--- src/rtl/cnn_frame_feeder_if.sv ---
// Pixel-stream handshake between the source FIFO, the frame feeder and the CNN top.
interface cnn_frame_feeder_if #(
  parameter int unsigned GS_BITS  = 8,
  parameter int unsigned BCD_BITS = 4,
  parameter int unsigned D_WIDTH  = 16
);
  logic                fifo_empty;
  logic [D_WIDTH-1:0]  fifo_dout;
  logic                fifo_rd_en;
  logic [GS_BITS-1:0]  pixel_o;
  logic                pixel_o_valid;
  logic [BCD_BITS-1:0] digit_i;
  logic                digit_i_valid;

  // Feeder side: pops the FIFO, drives pixels, receives the classified digit.
  modport master (
    input  fifo_empty, fifo_dout, digit_i, digit_i_valid,
    output fifo_rd_en, pixel_o, pixel_o_valid
  );

  // Environment side: the FIFO and the CNN top.
  modport slave (
    output fifo_empty, fifo_dout, digit_i, digit_i_valid,
    input  fifo_rd_en, pixel_o, pixel_o_valid
  );
endinterface

--- src/rtl/cnn_frame_feeder.sv ---
// Frame feeder: streams IMG_DIM*IMG_DIM pixels per frame from a show-ahead FIFO into
// the CNN, waits for its digit, tags it with a frame index, and guards the handshake
// with a timeout watchdog and sticky error flags.
module cnn_frame_feeder #(
  parameter int unsigned GS_BITS        = 8,
  parameter int unsigned BCD_BITS       = 4,
  parameter int unsigned D_WIDTH        = 16,
  parameter int unsigned IMG_DIM        = 30,
  parameter int unsigned TIMEOUT_CYCLES = 65536,
  parameter int unsigned FRAME_BITS     = 16
) (
  input  logic                  clk,
  input  logic                  rst_n,
  input  logic                  run,
  input  logic                  clear_err,
  cnn_frame_feeder_if.master    bus,
  output logic [BCD_BITS-1:0]   result_digit,
  output logic [FRAME_BITS-1:0] result_frame,
  output logic                  result_valid,
  output logic                  busy,
  output logic                  timeout_err,
  output logic                  spurious_err
);

  localparam int unsigned PIX_N = IMG_DIM * IMG_DIM;
  localparam int unsigned PIX_W = (PIX_N > 1) ? $clog2(PIX_N) : 1;
  localparam int unsigned TO_W  = (TIMEOUT_CYCLES > 1) ? $clog2(TIMEOUT_CYCLES) : 1;

  typedef enum logic [1:0] {
    IDLE     = 2'd0,
    STREAM   = 2'd1,
    WAIT_RES = 2'd2
  } state_e;

  state_e                state_q, state_d;
  logic [PIX_W-1:0]      pix_cnt_q, pix_cnt_d;
  logic [FRAME_BITS-1:0] frame_cnt_q, frame_cnt_d;
  logic [TO_W-1:0]       to_cnt_q, to_cnt_d;
  logic [GS_BITS-1:0]    pixel_q, pixel_d;
  logic                  pixel_valid_q, pixel_valid_d;
  logic [BCD_BITS-1:0]   res_digit_q, res_digit_d;
  logic [FRAME_BITS-1:0] res_frame_q, res_frame_d;
  logic                  res_valid_q, res_valid_d;
  logic                  timeout_q, timeout_d;
  logic                  spurious_q, spurious_d;
  logic                  timeout_set, spurious_set;
  logic                  rd_en_c;

  // Only the low GS_BITS of the FIFO word carry pixel data.
  logic unused_dout;
  assign unused_dout = ^bus.fifo_dout;

  // State and registered outputs.
  always_ff @(posedge clk or negedge rst_n) begin
    if (!rst_n) begin
      state_q       <= IDLE;
      pix_cnt_q     <= '0;
      frame_cnt_q   <= '0;
      to_cnt_q      <= '0;
      pixel_q       <= '0;
      pixel_valid_q <= 1'b0;
      res_digit_q   <= '0;
      res_frame_q   <= '0;
      res_valid_q   <= 1'b0;
      timeout_q     <= 1'b0;
      spurious_q    <= 1'b0;
    end else begin
      state_q       <= state_d;
      pix_cnt_q     <= pix_cnt_d;
      frame_cnt_q   <= frame_cnt_d;
      to_cnt_q      <= to_cnt_d;
      pixel_q       <= pixel_d;
      pixel_valid_q <= pixel_valid_d;
      res_digit_q   <= res_digit_d;
      res_frame_q   <= res_frame_d;
      res_valid_q   <= res_valid_d;
      timeout_q     <= timeout_d;
      spurious_q    <= spurious_d;
    end
  end

  // Next-state, FIFO pop strobe and error-flag update.
  always_comb begin
    state_d       = state_q;
    pix_cnt_d     = pix_cnt_q;
    frame_cnt_d   = frame_cnt_q;
    to_cnt_d      = to_cnt_q;
    pixel_d       = pixel_q;
    pixel_valid_d = 1'b0;
    res_digit_d   = res_digit_q;
    res_frame_d   = res_frame_q;
    res_valid_d   = 1'b0;
    timeout_set   = 1'b0;
    spurious_set  = 1'b0;
    rd_en_c       = 1'b0;

    case (state_q)
      IDLE: begin
        if (bus.digit_i_valid) spurious_set = 1'b1;
        if (run) state_d = STREAM;
      end

      STREAM: begin
        if (bus.digit_i_valid) spurious_set = 1'b1;
        rd_en_c = !bus.fifo_empty && run;
        if (rd_en_c) begin
          pixel_d       = bus.fifo_dout[GS_BITS-1:0];
          pixel_valid_d = 1'b1;
          if (pix_cnt_q == PIX_W'(PIX_N - 1)) begin
            // Last pixel of the frame: stop reading until the CNN answers.
            pix_cnt_d = '0;
            to_cnt_d  = '0;
            state_d   = WAIT_RES;
          end else begin
            pix_cnt_d = pix_cnt_q + PIX_W'(1);
          end
        end
      end

      WAIT_RES: begin
        if (bus.digit_i_valid) begin
          res_digit_d = bus.digit_i;
          res_frame_d = frame_cnt_q;
          res_valid_d = 1'b1;
          frame_cnt_d = frame_cnt_q + FRAME_BITS'(1);
          to_cnt_d    = '0;
          state_d     = run ? STREAM : IDLE;
        end else if (to_cnt_q == TO_W'(TIMEOUT_CYCLES - 1)) begin
          // Abandon the frame; its index is still consumed.
          timeout_set = 1'b1;
          frame_cnt_d = frame_cnt_q + FRAME_BITS'(1);
          to_cnt_d    = '0;
          state_d     = IDLE;
        end else begin
          to_cnt_d = to_cnt_q + TO_W'(1);
        end
      end

      default: state_d = IDLE;
    endcase

    // A new error event takes priority over a coincident clear.
    timeout_d  = (timeout_q  && !clear_err) || timeout_set;
    spurious_d = (spurious_q && !clear_err) || spurious_set;
  end

  assign bus.fifo_rd_en    = rd_en_c;
  assign bus.pixel_o       = pixel_q;
  assign bus.pixel_o_valid = pixel_valid_q;
  assign result_digit      = res_digit_q;
  assign result_frame      = res_frame_q;
  assign result_valid      = res_valid_q;
  assign busy              = (state_q != IDLE);
  assign timeout_err       = timeout_q;
  assign spurious_err      = spurious_q;

endmodule
--- src/flat_wrapper.sv ---
// flat-port wrapper written by rule: the top's interface ports become plain ports
module cnn_frame_feeder_flat 
#(
  parameter int unsigned GS_BITS        = 8,
  parameter int unsigned BCD_BITS       = 4,
  parameter int unsigned D_WIDTH        = 16,
  parameter int unsigned IMG_DIM        = 30,
  parameter int unsigned TIMEOUT_CYCLES = 65536,
  parameter int unsigned FRAME_BITS     = 16
)
  (clk, rst_n, run, clear_err, result_digit, result_frame, result_valid, busy, timeout_err, spurious_err, bus_fifo_empty, bus_fifo_dout, bus_digit_i, bus_digit_i_valid, bus_fifo_rd_en, bus_pixel_o, bus_pixel_o_valid);
  cnn_frame_feeder_if #(.GS_BITS(GS_BITS), .BCD_BITS(BCD_BITS), .D_WIDTH(D_WIDTH)) bus_i ();
  input  logic clk;
  input  logic rst_n;
  input  logic run;
  input  logic clear_err;
  output logic [BCD_BITS-1:0] result_digit;
  output logic [FRAME_BITS-1:0] result_frame;
  output logic result_valid;
  output logic busy;
  output logic timeout_err;
  output logic spurious_err;
  input wire logic [$bits(bus_i.fifo_empty)-1:0] bus_fifo_empty;
  input wire logic [$bits(bus_i.fifo_dout)-1:0] bus_fifo_dout;
  input wire logic [$bits(bus_i.digit_i)-1:0] bus_digit_i;
  input wire logic [$bits(bus_i.digit_i_valid)-1:0] bus_digit_i_valid;
  output wire logic [$bits(bus_i.fifo_rd_en)-1:0] bus_fifo_rd_en;
  output wire logic [$bits(bus_i.pixel_o)-1:0] bus_pixel_o;
  output wire logic [$bits(bus_i.pixel_o_valid)-1:0] bus_pixel_o_valid;
  assign bus_i.fifo_empty = bus_fifo_empty;
  assign bus_i.fifo_dout = bus_fifo_dout;
  assign bus_i.digit_i = bus_digit_i;
  assign bus_i.digit_i_valid = bus_digit_i_valid;
  assign bus_fifo_rd_en = bus_i.fifo_rd_en;
  assign bus_pixel_o = bus_i.pixel_o;
  assign bus_pixel_o_valid = bus_i.pixel_o_valid;
  cnn_frame_feeder #(.GS_BITS(GS_BITS), .BCD_BITS(BCD_BITS), .D_WIDTH(D_WIDTH), .IMG_DIM(IMG_DIM), .TIMEOUT_CYCLES(TIMEOUT_CYCLES), .FRAME_BITS(FRAME_BITS)) u_core (.clk(clk), .rst_n(rst_n), .run(run), .clear_err(clear_err), .bus(bus_i), .result_digit(result_digit), .result_frame(result_frame), .result_valid(result_valid), .busy(busy), .timeout_err(timeout_err), .spurious_err(spurious_err));
endmodule
--- config.mk ---
export PLATFORM = sky130hd
export DESIGN_NAME = cnn_frame_feeder_flat
export DESIGN_NICKNAME = d
export VERILOG_FILES = /design/src/rtl/cnn_frame_feeder_if.sv /design/src/rtl/cnn_frame_feeder.sv /design/src/flat_wrapper.sv
export SDC_FILE = /design/constraint.sdc
export NUM_CORES = 1
export LEC_CHECK = 0
export BUFFER_PORTS_ARGS = -buffer_cell sky130_fd_sc_hd__buf_2
export CAP_MARGIN = 20
export CORE_MARGIN = 5
export CORE_UTILIZATION = 53
export CTS_CLUSTER_SIZE = 8
export DETAILED_ROUTE_END_ITERATION = 10
export HOLD_SLACK_MARGIN = 0.08
export PLACE_DENSITY = 0.76
export SYNTH_ARGS = -nofsm -noshare
export SYNTH_HDL_FRONTEND = slang
export SYNTH_SLANG_ARGS = --single-unit
--- constraint.sdc ---
create_clock -name clk -period 2.2 [get_ports clk]
set_input_delay 0.44 -clock clk [delete_from_list [all_inputs] [get_ports clk]]
set_output_delay 0.44 -clock clk [all_outputs]
set_load 0.05 [all_outputs]
Yosys cells after proc, flatten, opt, wreduce, memory -nomap -nowiden

Cells that the tools add are included.

Word-level logic and storage cells: 63
Bits of input ports: 26
Register bits: 76

Equal/unequal tests: 8
Reduce and logical (&&, ||, !) cells: 17
$add $sub $neg: 3
Muxes and demuxes: 24

Operators with widths:

| kind                                          | count |
|---|---|
| two-way mux 16 bit                            | 6 |
| adder 16 x 1 -> 16 bit, second input constant | 2 |
| case mux 16 bit (2 select lines)              | 1 |
| == test 16 bit, second input constant         | 1 |
| adder 10 x 1 -> 10 bit, second input constant | 1 |
| == test 10 bit, second input constant         | 1 |
| two-way mux 1 bit                             | 10 |
| two-way mux 10 bit                            | 1 |
| two-way mux 2 bit                             | 5 |
| case mux 2 bit (3 select lines)               | 1 |
| AND reduction 2 bit                           | 3 |
| nonzero test 2 bit                            | 3 |
| != test 2 x 1 -> 1 bit, second input constant | 2 |
| AND reduction 4 bit                           | 1 |
| logical AND 1 bit                             | 3 |
| != test 3 x 2 -> 1 bit, second input constant | 1 |
| AND reduction 3 bit                           | 1 |
| == test 2 x 1 -> 1 bit, second input constant | 1 |
| == test 2 bit, second input constant          | 1 |
| logical NOT 1 bit                             | 2 |
| logical NOT 2 bit                             | 1 |
| logical OR 1 bit                              | 2 |
| != test 2 bit, second input constant          | 1 |
| OR reduction 2 bit                            | 1 |

Longest topological paths before layout

Gate-level depths: netlist of run 1.

Depth after elaboration: 5
Gate-level depth with buffers: 7

Worst setup path after synthesis of run 1

No wires, ideal clock.

Kind: in2out
From: input bus_fifo_empty
To: output bus_fifo_rd_en
Stages on the path: 5
Setup slack: -0.068 ns
Arrival: 1.828 ns
Path buffers: 2
Path through: nand2b_1 -> or3b_1 -> inv_1 -> buf_4 -> clkbuf_1

Word-level cells in the longest chain between the ends: 3

RTL lines:

| element           | line                    | source |
|---|---|---|
| start, declared   | flat_wrapper.sv:23      | `input wire logic [$bits(bus_i.fifo_empty)-1:0] bus_fifo_empty;` |
| logical NOT 1 bit | cnn_frame_feeder.sv:105 | `rd_en_c = !bus.fifo_empty && run;` |
| logical AND 1 bit | cnn_frame_feeder.sv:105 |  |
| two-way mux 1 bit | cnn_frame_feeder.sv:97  | `case (state_q)` |
| end, declared     | flat_wrapper.sv:27      | `output wire logic [$bits(bus_i.fifo_rd_en)-1:0] bus_fifo_rd_en;` |

Every way passes these cells.

Worst setup path after layout of run 1

From: register u_core.state_q[0]
To: output bus_fifo_rd_en

Word-level cells in the longest chain between the ends: 2

RTL lines:

| element                | line                   | source |
|---|---|---|
| start, declared        | cnn_frame_feeder.sv:35 | `state_e state_q, state_d;` |
| start signal, assigned | cnn_frame_feeder.sv:68 | `state_q <= state_d;` |
| == test 2 x 1 -> 1 bit | cnn_frame_feeder.sv:97 |  |
| two-way mux 1 bit      | cnn_frame_feeder.sv:97 |  |

Every way passes these cells.

==> run metrics, run 1 <==
Post-synth ARST share 100%; IO Pins 60; Starting Density 55.2%; commonest non-fill, non-tap cell in the layout dfrtp_1; Synth Instances 334; Clk pin slew, worst setup/hold paths 80 ps; Routability Congestion 0.853; initial antenna violation count 0; Least-Margin Pin Slew 489 ps; largest net degree at the start of global routing 40; die area 8460 um^2; Slew HR 67.1%; VDD IR max 483 uV; RSZ-0062 raised after global routing false; via/cell ratio 5.82; Min Clock Period, post-route 2130 ps; Cell Rows 29; Tot GR Track Use 19.0%; Main synth FF type dfrtp_1; number of antenna-violating nets in the routed design 0; slowest stage delay, CP 430 ps; power share of the clock group 36.2%; Layout fillers 508; Post-route DRC 0; post-place setup slack 97.5 ps; CTS tree yes; chip height 92.0 um; Slew Viols, Final 0; Slowest-stage cell, CP dfrtp_1; r2r setup slk 180 ps; final worst path period share 96.6%; CP cell instances or3b_1 -> inv_1 -> buf_2; main area contributors after synthesis dfrtp_1 (53%), mux2_2 (6.6%), nand2_1 (5.1%); switching fraction of total power 26.3%; post-synth cell types 49; critical-path maximum fanout 7; CORE AREA 6460 um^2; commonest non-fill, non-tap cells in the layout dfrtp_1 (76), buf_2 (50), nand2_1 (48), mux2_2 (21), xnor2_1 (17); CP startpoint u_core.state_q[0]; Clk Latency, worst-skew pair 340 ps; share of cells above drive strength 1 26.8%; Pre-antenna DRT Iters 4; status completed; Synth Warn # 0; crit end category output pin; Nets 422; FMAX 470 MHz; final hold vios 0; Clock Skews 6.82 ps; WL per Instance 15.5 um; post-synth top area share 53.4%; P_leak 1.99 nW; Combinational Power Share 9.4%; post-route setup TNS 0 ps; Setup Viol. Count Final 0; final hold slack 286 ps; Crit path required time 1760 ps; ant diodes 0; NetSw 0.000729 W; total CTS buffers 9; port bufs 51; Power Density 670 nW/um^2; Max Cap Viol 0; DRT Wirelength 7.32 mm; number of synthesized flops with an enable pin 0; RR Startpoint u_core.to_cnt_q[0]; setup ws final 73.8 ps; htree depth 3; min-delay src bus_fifo_dout[5]; Final HPWL DP 5.06 mm; clk root buf clkbuf_8; syn_nets 363; first-pass GRT wire length 13.1 mm; Iteration-0 DRC Markers 181; internal cell power 0.00205 W; Chip Width 92.0 um; CTS sink cnt 76; vias in the first global route 2749; critical path arrival 1690 ps; cell taking the most area after synthesis dfrtp_1; area delta synth->final 16.2%; CTS Buffer Depth 2; HP Class input pin to register; critical path class register to output pin; Vias 2751; flop and latch count out of synthesis 76; Setup Fix Bufs, Post-CTS 0; Avg Cell Area, Syn 10.7 um^2; Overflow after GRT 0; Netlist Area Pre-Place 3560 um^2; startpoint type of the worst setup path register; sequential power share 54.4%; sequential cell area fraction in the yosys report 53.4%
## path summary, 6_finish.rpt
path / to / cells past startpoint
max in group asynchronous: u_core.to_cnt_q[9] / 3
worst min-delay path: u_core.bus.pixel_o[5] / 3
worst max-delay path: bus_fifo_rd_en / 3
worst max register to register: u_core.to_cnt_q[15] / 5
min in group asynchronous: u_core.bus.pixel_o[5] / 2
worst min register to register: u_core.frame_cnt_q[15] / 1
## what timing repair did
item	4_1_cts	5_1_grt
resized for setup	0	0
endpoints found under the hold margin	14	0
hold buffers	1	0
## synthesized netlist by cell type, types with 4 or more instances
library cell   n
o21ai_0       16
xnor2_1       17
o211ai_1       5
nand3_1       14
inv_1         13
or4_1          9
clkbuf_1      13
o2111ai_1      4
nor3_1         7
nand4_1        9
nor2_1         9
a31oi_1        7
mux2_2        21
dfrtp_1       76
nand2_1       48
nor4_1         7
## power by group through the flow
| stage | Combinational, W | Sequential [W] | Clock, W |
|---|---|---|---|
| final | 0.000261 | 0.00151 | 0.00100 |
| after floorplan | 0.0000914 | 0.00160 | 0 |
| after global placement | 0.000253 | 0.00153 | 0 |
| after CTS | 0.000265 | 0.00151 | 0.00102 |
| after detailed placement | 0.000261 | 0.00153 | 0 |
| after global routing | 0.000293 | 0.00152 | 0.00110 |
## routing by layer
layer	up-vias	global-route usage, %	routed length (um)	share of wire, %
met5	-	0	0	0
met3	6	4.26	405	5.5
met4	0	6.56	63	0.86
li1	1333	-	-	-
met1	1344	26.5	3470	47
met2	68	29.3	3390	46
## stage by stage
step	total power, W	util, %	std cells	cell area [um^2]
detailed placement	0.00179	61.2	458	3950
CTS	0.00280	64.1	473	4140
floorplan	0.00169	-	334	3560
global placement	0.00179	61.2	458	3950
global route	0.00291	64.1	473	4140
finish	0.00278	64.1	473	4140
## state kept, by name, indices dropped and copies added, names as in the netlist, 2 cells and up
name	flops
u_core.bus.pixel_o	8
u_core.frame_cnt_q	16
u_core.pix_cnt_q	10
u_core.result_digit	4
u_core.result_frame	16
u_core.state_q	2
u_core.to_cnt_q	16
## area by class of cell
class | count | area (um^2) | area share, %
Clock inverter | 4 | 51.3 | 1.24
Sequential cell | 76 | 1900 | 45.9
Clock buffer | 10 | 128 | 3.08
Tap cell | 77 | 96.3 | 2.33
Timing Repair Buffer | 66 | 385 | 9.31
Inverter | 13 | 48.8 | 1.18
Multi-Input combinational cell | 227 | 1530 | 36.9
## cells by family after synthesis
kind of cell               count (synthesis)  synth area share (%)
and+or+nand+nor                          126                  19.0
DFF                                       76                  53.4
muxes                                     22                  6.92
adders and majority gates                  3                  1.05
AOI/OAI and AO/OA                         56                  11.0
buffers and inverters                     31                  3.76
xor gates and xnor gates                  20                  4.92
## critical path: cells and delay by family (launching register included)
family	cells	cell delay, ps
buffers and inverters	2	530
flip-flops	1	430
AND/OR/NAND/NOR	1	390
(Power assumes the default switching activity.)
==> run 2, diff against run 1 <==
--- a/config.mk
+++ b/config.mk
@@ -5,7 +5,7 @@
 export SDC_FILE = /design/constraint.sdc
 export NUM_CORES = 1
 export LEC_CHECK = 0
-export BUFFER_PORTS_ARGS = -buffer_cell sky130_fd_sc_hd__buf_2
+export BUFFER_PORTS_ARGS = -buffer_cell sky130_fd_sc_hd__buf_4
 export CAP_MARGIN = 20
 export CORE_MARGIN = 5
 export CORE_UTILIZATION = 53
==> run metrics, run 2 (synthesis results as in run 1) <==
Clock Skews 5.93 ps (-0.884 ps); Iteration-0 DRC Markers 193 (+6.6%); Min Clock Period, post-route 2110 ps (-15.8 ps); Least-Margin Pin Slew 478 ps (-11.1 ps); status completed; CTS sink cnt 76 (unchanged); Overflow after GRT 0 (unchanged); Slew Viols, Final 0 (unchanged); Setup Fix Bufs, Post-CTS 0 (unchanged); critical-path maximum fanout 8 (+1); most used cell, CP buf_4; vias in the first global route 2827 (+2.8%); design area 4260 um^2 (+3.0%); Slew HR 67.8% (+0.75 points); RSZ-0062 raised after global routing false; final worst path period share 95.9% (-0.72 points); Clk Latency, worst-skew pair 340 ps (about the same); Nets 422 (unchanged); crit end category output pin; P_leak 2.01 nW (+0.71%); Final HPWL DP 5.34 mm (+5.5%); critical path class register to output pin; critical path arrival 1670 ps (-20 ps); final non-filler cell total 474 (+0.21%); clk root buf clkbuf_8; slowest stage delay, CP 450 ps (+20 ps); Max Cap Viol 0 (unchanged); Clk pin slew, worst setup/hold paths 80 ps (about the same); Crit path required time 1760 ps (about the same); Tot GR Track Use 19.0% (about the same); IO Pins 60 (unchanged); FMAX 474 MHz (+0.75%); total power 0.00275 W (-0.94%); final hold vios 0 (unchanged); largest net degree at the start of global routing 34 (-15%); commonest non-fill, non-tap cell in the layout dfrtp_1; Setup Viol. Count Final 0 (unchanged); Power Density 645 nW/um^2 (-3.8%); VDD IR max 478 uV (-1.1%); port bufs 51 (unchanged); commonest non-fill, non-tap cells in the layout dfrtp_1 (76), buf_4 (64), nand2_1 (48), mux2_2 (21), xnor2_1 (17); via/cell ratio 5.85 (+0.51%); CORE AREA 6460 um^2 (unchanged); HP Class input pin to register; chip height 92.0 um (unchanged); DRT Wirelength 7.46 mm (+2.0%); CTS Buffer Depth 2 (unchanged); Slowest-stage cell, CP dfrtp_1; share of cells above drive strength 1 27.5% (+0.69 points); Chip Width 92.0 um (unchanged); cell total after placement 458 (unchanged); die area 8460 um^2 (unchanged); area delta synth->final 19.6%; Post-route DRC 0 (unchanged); startpoint type of the worst setup path register; Vias 2771 (+0.73%); first-pass GRT wire length 13.1 mm (-0.27%); CTS tree yes; Routability Congestion 0.859 (+0.66%); WL per Instance 15.7 um (+1.7%); initial antenna violation count 0 (unchanged); Pre-antenna DRT Iters 4 (unchanged); post-route setup TNS 0 ps (unchanged); number of antenna-violating nets in the routed design 0 (unchanged); ant diodes 0 (unchanged); htree depth 3 (unchanged); Cell Rows 29 (unchanged); Area after DPL 4080 um^2 (+3.2%); post-route core utilization 66.0% (+1.9 points); total CTS buffers 9 (unchanged); Starting Density 55.2% (unchanged); CP cell instances or3b_1 -> inv_2 -> buf_4 -> buf_4; r2r setup slk 220 ps (+40 ps)
run 2: final timing paths:
path	start	endpoint	cells after the start
min in group asynchronous	rst_n	u_core.bus.pixel_o[2]	2
max reg2reg	u_core.to_cnt_q[0]	u_core.to_cnt_q[15]	5
max in group asynchronous	rst_n	u_core.to_cnt_q[5]	3
min	bus_fifo_dout[2]	u_core.bus.pixel_o[2]	3
max	u_core.state_q[1]	bus_fifo_rd_en	4
min reg2reg	u_core.frame_cnt_q[15]	u_core.frame_cnt_q[15]	1
run 2: metrics by stage:
step           worst slack (ps)  hold WS (ps)
4_1_cts                    9.52           273
2_1_floorplan               223           144
3_3_place_gp                121           402
3_5_place_dp                116           414
6_report                   89.7           287
5_1_grt                    21.0           277
run 2: layer usage:
layer  track usage, %  part of all wire [%]  vias up
li1                 -                     -     1339
met1             24.5                    44     1338
met2             30.4                    48       79
met3             4.09                   5.8       15
met4             9.16                   2.3        0
met5                0                     0        -
run 2: area by class of cell:
type | count | area [um^2]
Clock buffer | 11 | 151
Clock inverter | 4 | 25.0
Fill cell | 530 | 2200
Inverter | 13 | 48.8
Multi-Input combinational cell | 227 | 1530
Sequential cell | 76 | 1900
Tap cell | 77 | 96.3
Timing Repair Buffer | 66 | 510
run 2: where the power goes:
group / internal, W / switching [W] / total, W
clock network: 0.000461 / 0.000491 / 0.000952
logic: 0.000101 / 0.000185 / 0.000286
registers: 0.00145 / 0.0000585 / 0.00151
run 2: what timing repair did:
item	in CTS	in global routing
hold buffers	1	0
resized for setup	0	1
endpoints found under the setup margin	0	1
hold endpoints to repair	31	0
run 2: worst max-delay path, delay by kind of cell (launching register included):
kind | cells | cell delay (ps)
buffers and inverters | 3 | 450
and+or+nand+nor | 1 | 440
DFF | 1 | 450
==> run 3, diff against run 2 <==
--- a/config.mk
+++ b/config.mk
@@ -5,14 +5,15 @@
 export SDC_FILE = /design/constraint.sdc
 export NUM_CORES = 1
 export LEC_CHECK = 0
-export BUFFER_PORTS_ARGS = -buffer_cell sky130_fd_sc_hd__buf_4
 export CAP_MARGIN = 20
 export CORE_MARGIN = 5
 export CORE_UTILIZATION = 53
 export CTS_CLUSTER_SIZE = 8
 export DETAILED_ROUTE_END_ITERATION = 10
+export DONT_BUFFER_PORTS = 1
 export HOLD_SLACK_MARGIN = 0.08
-export PLACE_DENSITY = 0.76
+export PLACE_DENSITY = 0.68
+export SETUP_SLACK_MARGIN = 0.15
 export SYNTH_ARGS = -nofsm -noshare
 export SYNTH_HDL_FRONTEND = slang
 export SYNTH_SLANG_ARGS = --single-unit
==> run metrics, run 3 (synthesis results as in run 1) <==
P_leak 1.74 nW (-13%); CTS sink cnt 76 (unchanged); HP Class input pin to asynchronous set/reset pin; design area 3880 um^2 (-8.9%); share of cells above drive strength 1 17.6% (-9.8 points); DRT Wirelength 7.25 mm (-2.9%); total power 0.00270 W (-1.8%); FMAX 504 MHz (+6.4%); CTS Buffer Depth 2 (unchanged); Min Clock Period, post-route 1980 ps (-126 ps); Register-to-Register Path Depth 4 (-1); critical-path maximum fanout 10 (+2); CTS tree yes; Slew HR 67.1% (-0.72 points); CORE AREA 6460 um^2 (unchanged); final hold slack -232 ps (-518 ps); Routability Congestion 0.793 (-7.6%); Slowest-stage cell, CP dfrtp_2; met1 usage 25.2% (+0.61 points); VDD IR max 483 uV (+1.2%); Least-Margin Pin Slew 493 ps (+15.1 ps); final hold vios 76 (+76); Power Density 695 nW/um^2 (+7.8%); Setup Fix Bufs, Post-CTS 0 (unchanged); chip height 92.0 um (unchanged); via/cell ratio 6.07 (+3.8%); largest net degree at the start of global routing 77 (+130%); Post-route DRC 0 (unchanged); Layout fillers 539 (+1.7%); Reg-to-Reg End u_core.to_cnt_q[15]; Tot GR Track Use 18.3% (-0.69 points); slowest stage delay, CP 460 ps (about the same); Pre-antenna DRT Iters 4 (unchanged); total CTS buffers 9 (unchanged); met2 Use GR 26.6% (-3.8 points); ant diodes 0 (unchanged); Vias 2568 (-7.3%); RSZ-0062 raised after global routing true; Area after DPL 3680 um^2 (-9.7%); initial antenna violation count 0 (unchanged); port bufs 0 (-100%); Clock Skews 6.82 ps (+0.893 ps); critical path arrival 1540 ps (-130 ps); Clk pin slew, worst setup/hold paths 80 ps (about the same); first-pass GRT wire length 12.3 mm (-6.1%); Max Cap Viol 0 (unchanged); post-place setup slack 217 ps (+101 ps); final worst path period share 90.2% (-5.7 points); Iteration-0 DRC Markers 118 (-39%); Crit path required time 1760 ps (about the same); htree depth 3 (unchanged); most used routing layer met2; failing checks negative hold slack; CP cell instances or3b_1 -> inv_2 -> buf_8; Nets 370 (-12%); vias in the first global route 2493 (-12%); commonest non-fill, non-tap cells in the layout dfrtp_1 (75), nand2_1 (48), mux2_2 (21), xnor2_1 (17), o21ai_0 (16); area delta synth->final 8.95%; startpoint type of the worst setup path register; commonest non-fill, non-tap cell in the layout dfrtp_1; setup ws final 216 ps (+126 ps); Starting Density 55.2% (unchanged); Clk Latency, worst-skew pair 350 ps (about the same); Setup Viol. Count Final 0 (unchanged); Overflow after GRT 0 (unchanged); critical path class register to output pin; IO Pins 60 (unchanged); die area 8460 um^2 (unchanged); post-route setup TNS 0 ps (unchanged); WL per Instance 17.1 um (+8.9%); crit end category output pin; status finished with violations; Slew Viols, Final 0 (unchanged); number of antenna-violating nets in the routed design 0 (unchanged); Final HPWL DP 4.94 mm (-7.6%); clk root buf clkbuf_8; Chip Width 92.0 um (unchanged); Cell Rows 29 (unchanged); RR Startpoint u_core.to_cnt_q[12]; r2r setup slk 240 ps (+20 ps); grt met3 use 4.66% (+0.57 points)
## run 3: cell types whose count changed in the layout (fill, tap and decap cells not counted)
cell / change
buf_4: -51
buf_12: -1
buf_8: +1
clkinv_2: -1
clkinv_4: +1
clkinvlp_4: +1
dfrtp_1: -1
dfrtp_2: +1
dlygate4sd3_1: -1
nor4bb_1: -1
nor4bb_2: +1
## run 3: cell type report
| cell class | count | area [um^2] | area share (%) |
|---|---|---|---|
| sequential | 76 | 1900 | 49.0 |
| multi-input combinational | 227 | 1530 | 39.5 |
| clock buffer | 11 | 151 | 3.90 |
| timing repair buffer | 14 | 113 | 2.90 |
| tap | 77 | 96.3 | 2.48 |
| inverter | 13 | 48.8 | 1.26 |
| clock inverter | 5 | 36.3 | 0.935 |
## run 3: through the flow
step	util [%]	cells
after detailed placement	57.0	407
after global placement	57.0	407
after floorplan	-	334
after global routing	60.1	423
final	60.1	423
after CTS	60.0	423
## run 3: how the worst max path moves through the flow
stage                  startpoint             endpoint  slack [ps]  cells after the start
2_1_floorplan      bus_fifo_empty       bus_fifo_rd_en         220                      5
5_1_grt        u_core.to_cnt_q[5]  u_core.to_cnt_q[15]         150                      4
3_5_place_dp   u_core.to_cnt_q[0]  u_core.to_cnt_q[15]         220                      5
3_3_place_gp   u_core.to_cnt_q[0]  u_core.to_cnt_q[15]         230                      5
6_report        u_core.state_q[1]       bus_fifo_rd_en         220                      3
4_1_cts         u_core.state_q[1]       bus_fifo_rd_en         160                      3
## run 3: worst max-delay path: cells and delay by family (launching register included)
kind	cells	cell delay [ps]
flops	1	460
simple gates	1	420
buf+inv	2	300
## run 3: layer usage
| metal | vias up | wire, um | part of all wire (%) |
|---|---|---|---|
| met5 | - | 0 | 0 |
| met4 | 0 | 140 | 1.9 |
| met3 | 10 | 500 | 6.9 |
| met2 | 75 | 3240 | 45 |
| met1 | 1255 | 3370 | 46 |
| li1 | 1228 | - | - |
## run 3: report_power, final
part	internal (W)	switching [W]
logic	0.0000491	0.0000594
registers	0.00145	0.000140
clock network	0.000470	0.000528
total	0.00197	0.000728
## run 3: timing repair
action	in CTS	in global routing
endpoints found under the setup margin	1	6
hold endpoints to repair	76	76
pin swaps	0	1
resized for setup	3	2
